==> src/rtl/memory_access_controller.sv <==
// -----------------------------------------------------------------------------
// memory_access_controller
//
// Sequences single load/store operations from the MEM stage onto a word-wide
// data memory using a req/ready handshake. Stores get big-endian byte enables
// and lane-replicated write data. Loads extract the addressed byte/half lane
// and sign- or zero-extend it. The pipeline is held via stall until the
// access completes. Misaligned, reserved-size and timed-out accesses complete
// with rsp_error set.
//
// Ports
//   clock, reset        rising-edge clock, synchronous active-high reset
//   op_*                MEM-stage request (valid/write/addr/size/sign/wdata)
//   op_ready            controller idle and able to accept
//   stall               hold MEM stage and earlier
//   rsp_valid/rdata/error  one-cycle completion pulse with load data / error
//   mem_req/we/addr/be/wdata  registered memory request, held until mem_ready
//   mem_ready/rdata     memory completion and read word
// -----------------------------------------------------------------------------
module memory_access_controller #(
  parameter int ADDR_WIDTH     = 32,
  parameter int TIMEOUT_CYCLES = 255  // 0 disables the timeout
) (
  input  logic                  clock,
  input  logic                  reset,
  input  logic                  op_valid,
  input  logic                  op_write,
  input  logic [ADDR_WIDTH-1:0] op_addr,
  input  logic [1:0]            op_size,
  input  logic                  op_sign_extend,
  input  logic [31:0]           op_wdata,
  output logic                  op_ready,
  output logic                  stall,
  output logic                  rsp_valid,
  output logic [31:0]           rsp_rdata,
  output logic                  rsp_error,
  output logic                  mem_req,
  output logic                  mem_we,
  output logic [ADDR_WIDTH-1:0] mem_addr,
  output logic [3:0]            mem_be,
  output logic [31:0]           mem_wdata,
  input  logic                  mem_ready,
  input  logic [31:0]           mem_rdata
);

  typedef enum logic [1:0] {
    IDLE    = 2'd0,
    ACCESS  = 2'd1,
    RESPOND = 2'd2
  } state_t;

  typedef enum logic [1:0] {
    SIZE_WORD = 2'd0,
    SIZE_HALF = 2'd1,
    SIZE_BYTE = 2'd2,
    SIZE_RSVD = 2'd3
  } op_size_t;

  // Counter holds 0 .. TIMEOUT_CYCLES-1; the last value marks the final
  // cycle mem_req may be answered before the access is abandoned.
  localparam int CNT_W = (TIMEOUT_CYCLES > 1) ? $clog2(TIMEOUT_CYCLES) : 1;
  localparam logic [CNT_W-1:0] CNT_LAST =
    CNT_W'((TIMEOUT_CYCLES > 0) ? TIMEOUT_CYCLES - 1 : 0);
  localparam bit TIMEOUT_EN = (TIMEOUT_CYCLES != 0);

  state_t           state;
  logic [CNT_W-1:0] wait_cnt;
  op_size_t         size_q;
  logic [1:0]       lane_q;
  logic             sext_q;

  // Decode of the incoming op, used only on the accept cycle.
  logic        misaligned;
  logic [3:0]  be_next;
  logic [31:0] wdata_next;

  // NOTE: every signal assigned in an always_comb gets a default first, so
  // no path through the case statement leaves it unassigned (no latch).
  always_comb begin
    misaligned = 1'b0;
    be_next    = 4'b1111;
    wdata_next = op_wdata;
    case (op_size_t'(op_size))
      SIZE_WORD: misaligned = (op_addr[1:0] != 2'b00);
      SIZE_HALF: begin
        misaligned = op_addr[0];
        wdata_next = {2{op_wdata[15:0]}};
        if (op_write) be_next = op_addr[1] ? 4'b0011 : 4'b1100;
      end
      SIZE_BYTE: begin
        wdata_next = {4{op_wdata[7:0]}};
        if (op_write) be_next = 4'b1000 >> op_addr[1:0];
      end
      default: misaligned = 1'b1;
    endcase
  end

  // Big-endian lane extraction and extension of the returned load word.
  logic [7:0]  lane_byte;
  logic [15:0] lane_half;
  logic [31:0] load_data;

  always_comb begin
    lane_byte = mem_rdata[31:24];
    case (lane_q)
      2'd0: lane_byte = mem_rdata[31:24];
      2'd1: lane_byte = mem_rdata[23:16];
      2'd2: lane_byte = mem_rdata[15:8];
      2'd3: lane_byte = mem_rdata[7:0];
      default: lane_byte = mem_rdata[31:24];
    endcase
    lane_half = lane_q[1] ? mem_rdata[15:0] : mem_rdata[31:16];
    case (size_q)
      SIZE_HALF: load_data = {{16{sext_q & lane_half[15]}}, lane_half};
      SIZE_BYTE: load_data = {{24{sext_q & lane_byte[7]}}, lane_byte};
      default:   load_data = mem_rdata;
    endcase
  end

  assign op_ready = (state == IDLE) && !reset;
  assign stall    = ((state == IDLE) && op_valid) || (state == ACCESS);

  // NOTE: sequential state uses non-blocking assignments so every register
  // samples pre-edge values regardless of statement order.
  always_ff @(posedge clock) begin
    if (reset) begin
      state     <= IDLE;
      wait_cnt  <= '0;
      size_q    <= SIZE_WORD;
      lane_q    <= 2'b00;
      sext_q    <= 1'b0;
      rsp_valid <= 1'b0;
      rsp_rdata <= '0;
      rsp_error <= 1'b0;
      mem_req   <= 1'b0;
      mem_we    <= 1'b0;
      mem_addr  <= '0;
      mem_be    <= '0;
      mem_wdata <= '0;
    end else begin
      case (state)
        IDLE: begin
          rsp_valid <= 1'b0;
          rsp_error <= 1'b0;
          rsp_rdata <= '0;
          wait_cnt  <= '0;
          if (op_valid) begin
            size_q <= op_size_t'(op_size);
            lane_q <= op_addr[1:0];
            sext_q <= op_sign_extend;
            if (misaligned) begin
              // Bad op never reaches memory; respond with error next cycle.
              state     <= RESPOND;
              rsp_valid <= 1'b1;
              rsp_error <= 1'b1;
            end else begin
              state     <= ACCESS;
              mem_req   <= 1'b1;
              mem_we    <= op_write;
              mem_addr  <= {op_addr[ADDR_WIDTH-1:2], 2'b00};
              mem_be    <= be_next;
              mem_wdata <= wdata_next;
            end
          end
        end

        ACCESS: begin
          // mem_ready is checked first so a reply on the limit cycle wins.
          if (mem_ready || (TIMEOUT_EN && (wait_cnt == CNT_LAST))) begin
            state     <= RESPOND;
            rsp_valid <= 1'b1;
            rsp_error <= !mem_ready;
            rsp_rdata <= (mem_ready && !mem_we) ? load_data : 32'd0;
            mem_req   <= 1'b0;
            mem_we    <= 1'b0;
            mem_addr  <= '0;
            mem_be    <= '0;
            mem_wdata <= '0;
          end else begin
            wait_cnt <= wait_cnt + 1'b1;
          end
        end

        RESPOND: begin
          state     <= IDLE;
          rsp_valid <= 1'b0;
          rsp_error <= 1'b0;
          rsp_rdata <= '0;
          wait_cnt  <= '0;
        end

        default: state <= IDLE;
      endcase
    end
  end

endmodule

==> config.mk <==
export PLATFORM = sky130hd
export DESIGN_NAME = memory_access_controller
export DESIGN_NICKNAME = d
export VERILOG_FILES = /design/src/rtl/memory_access_controller.sv
export SDC_FILE = /design/constraint.sdc
export NUM_CORES = 1
export LEC_CHECK = 0
export BUFFER_PORTS_ARGS = -buffer_cell sky130_fd_sc_hd__buf_4
export CAP_MARGIN = 20
export CORE_ASPECT_RATIO = 0.5
export CORE_UTILIZATION = 51
export DETAILED_ROUTE_END_ITERATION = 10
export GPL_TIMING_DRIVEN = 0
export PLACE_DENSITY = 0.93
export SYNTH_ARGS = -nofsm -noshare
export SYNTH_HDL_FRONTEND = slang
export SYNTH_SLANG_ARGS = --single-unit
==> constraint.sdc <==
create_clock -name clock -period 5.3 [get_ports clock]
set_input_delay 1.06 -clock clock [delete_from_list [all_inputs] [get_ports clock]]
set_output_delay 1.06 -clock clock [all_outputs]
set_load 0.05 [all_outputs]
==> out/metrics.cfg <==
[sta]
skew_ns = 0.0110
fin_crit_sh = 0.589
rsz0062_at_grt = no
setup_viol = 0
finalHoldViolCount = 0
relSlewSlack = 0.430
drv_slew = 0
max_freq_ghz = 0.320
worst_slew_pin_slew_ns = 0.850
fin_tns_setup_ns = 0
period_minus_slack_ns = 3.12

[final_layout]
fin_area_sq_um = 7300
fill_cells = 558
final_util = 0.807
area_growth_pct = 47.9
seq_area_sq_um = 2340
multi_input_area_sq_um = 2360
n_antenna_cell = 0
layout.nets = 844
drive_gt1_frac = 0.377

[global_route]
grt-ovfl-total = 0
groute.usage.overall = 0.333
grt_pass1_wl_mm = 25.9
grt_max_degree = 17
antenna_found_initial = 0
grt_pass1_vias = 5075

[run]
maxCapViolCount = 0

[clock_tree]
cts_tree = done
clk_pin_slew_ns = 0.06
clk_latency_ns = 0.42
post_cts_buffers = 0
cts_buffer_depth = 2
cts_root_buf = clkbuf_16
clock_sinks = 117
ctsHoldBuffers = 0
cts_htree_levels = 4
numCtsBuffers = 17
cts_resized = 0

[yosys]
yosysWarnings = 0
syn_area_sq_um = 4930
synth_seq_cells = 117
synthCells = 501
synth_edf_count = 0
ys_async_sr_fraction = 0
synth_cell_types = 50
yosysSeqAreaShare = 0.475
synthFlopType = dfxtp_1
syn_avg_cell_area_sq_um = 9.85

[run_status]
outcome = finished clean

[power_and_ir_drop]
power.leakage_nw = 3.18
ir_worst_vdd_uv = 287
power_density_nw_per_um2 = 383
finalPower_mw = 2.79

[drt]
wl_met2_mm = 8.04
vias = 5147
first_pass_iters = 5
top_layer = met4
drt-met1-wl_mm = 6.66
wirelength_mm = 16.4
wl_per_cell_um = 18.9
drtIter0Drc = 318
met3WireLength_mm = 1.22
ant_nets = 0
drcViolationCount = 0
drt-vias-per-instance = 5.91

[placed_design]
gp_congestion = 0.856
place_hpwl_mm = 11.6
io_buffers = 206
placed_area_sq_um = 6650

[worst_setup_path]
critPathRequiredTime_ns = 5.62
critPathKind = primary input to flop
slowest_delay_ns = 0.52
cp.arrival_ns = 3.44
setup.worst_path.start_class = primary input
cp_max_fo = 10
crit_family = compound AO/OA/AOI/OAI gates
cp_slowest_cell = a31oi_1
path_buf_inv = 4
crit_chain = buf_4, inv_1, ha_1, o21ai_1, a31o_2, a31oi_1, clkbuf_1, buf_2, o2bb2ai_1
worstSetupEndpointType = flop

[worst_hold_path]
min_path_type = flop to flop

[floorplanning]
fp.dieH_um = 71.5
core_area_sq_um = 9040
die_area_sq_um = 10100
rows = 24
initial_utilization = 0.546
io_pins = 210
dieWidth_um = 141

==> path summary, 6_finish.rpt <==
| kind | cells after the start | slack, ns | start | endpoint |
|---|---|---|---|---|
| worst max-delay path | 9 | 2.18 | op_size[1] | mem_be[1] |
| worst min-delay path | 1 | 0.46 | mem_req | mem_req |
| worst max register to register | 9 | 2.35 | state[1] | mem_be[1] |
| worst min register to register | 1 | 0.46 | mem_req | mem_req |
==> where the power goes <==
part	internal [mW]	total [mW]	switching, mW	leakage, nW
Combinational	0.206	0.584	0.378	1.92
Sequential	0.928	0.961	0.0323	0.950
Clock	0.825	1.25	0.423	0.305
Total	1.96	2.79	0.834	3.18
==> area by class of cell <==
cell class | count | share of cell area
clock buffers | 21 | 0.0645
inverters | 16 | 0.00823
well taps | 130 | 0.0223
clock inverters | 11 | 0.0238
multi-input cells | 330 | 0.324
plain buffers | 39 | 0.0238
flip-flops and latches | 117 | 0.321
repair buffers | 207 | 0.213
==> worst register-to-register path, cell delays in order, from the launching register on <==
cell       delay, ns
dfxtp_1         0.35
inv_1           0.10
ha_1            0.14
buf_2           0.20
nor2b_1         0.24
o21ai_1         0.27
a31oi_1         0.57
clkbuf_1        0.45
buf_2           0.36
o2bb2ai_1       0.18
==> layout by cell type, fill, tap and decap left out, drive strengths merged, types with 8 or more instances in the layout <==
cell type  instances
dfxtp            117
a221o             16
o21ai             24
clkbuf            49
nand2             41
a22oi              8
mux2               9
ha                12
nor2              23
o2bb2ai           35
inv               16
nand2b            10
nor2b             11
a21oi             19
a31oi             10
or3                8
a21boi             8
a22o              41
buf              218
==> cell usage after synthesis, types with 2 or more instances <==
cell type,count,area share
a211oi_1,2,0.0030
a21boi_0,8,0.012
a21oi_1,19,0.019
a221o_2,16,0.037
a221oi_1,3,0.0053
a22o_1,41,0.073
a22oi_1,8,0.012
a31oi_1,10,0.013
a32o_1,7,0.014
buf_1,3,0.0023
buf_2,4,0.0041
buf_4,2,0.0030
buf_6,2,0.0046
clkbuf_1,28,0.021
dfxtp_1,117,0.47
ha_1,12,0.030
inv_1,16,0.012
mux2_2,9,0.021
nand2_1,41,0.031
nand2b_1,10,0.013
nand3_1,5,0.0051
nand4_1,3,0.0038
nor2_1,23,0.017
nor2b_1,11,0.014
o211ai_1,3,0.0046
o21ai_0,22,0.022
o21ai_1,2,0.0020
o21bai_1,2,0.0030
o22ai_1,7,0.0089
o2bb2ai_1,35,0.062
o31ai_1,2,0.0030
or2_2,2,0.0025
or3_1,8,0.010
or4_1,2,0.0030
==> per-stage QoR <==
step,worst slack [ns],cells,hold WS [ns]
floorplan,2.29,502,0.449
global placement,1.99,838,0.445
detailed placement,1.92,838,0.447
CTS,2.22,870,0.463
global route,2.10,871,0.478
finish,2.18,871,0.459
==> kinds of logic after synthesis <==
family	Yosys count	share of synthesized area
AO/OA/AOI/OAI	193	0.309
flip-flops	117	0.475
AND/OR/NAND/NOR	113	0.113
buffers and inverters	55	0.0474
adder cells (fa/ha/maj)	12	0.0304
multiplexers	10	0.0251
other	1	0.000760
==> sequential cells by signal, summed over array words and instances, names as in the netlist <==
register   flops
sext_q         1
lane_q         2
mem_addr      30
size_q         2
rsp_valid      1
rsp_rdata     32
mem_wdata     32
mem_we         1
mem_req        1
rsp_error      1
wait_cnt       8
mem_be         4
state          2
==> routing by layer <==
| metal | vias to the layer above | GRT usage |
|---|---|---|
| met1 | 2491 | 0.390 |
| met2 | 263 | 0.574 |
| met3 | 50 | 0.0909 |
| met4 | 0 | 0.162 |
| li1 | 2343 | - |
| met5 | - | 0 |
Power figures use the tool's default switching activity.
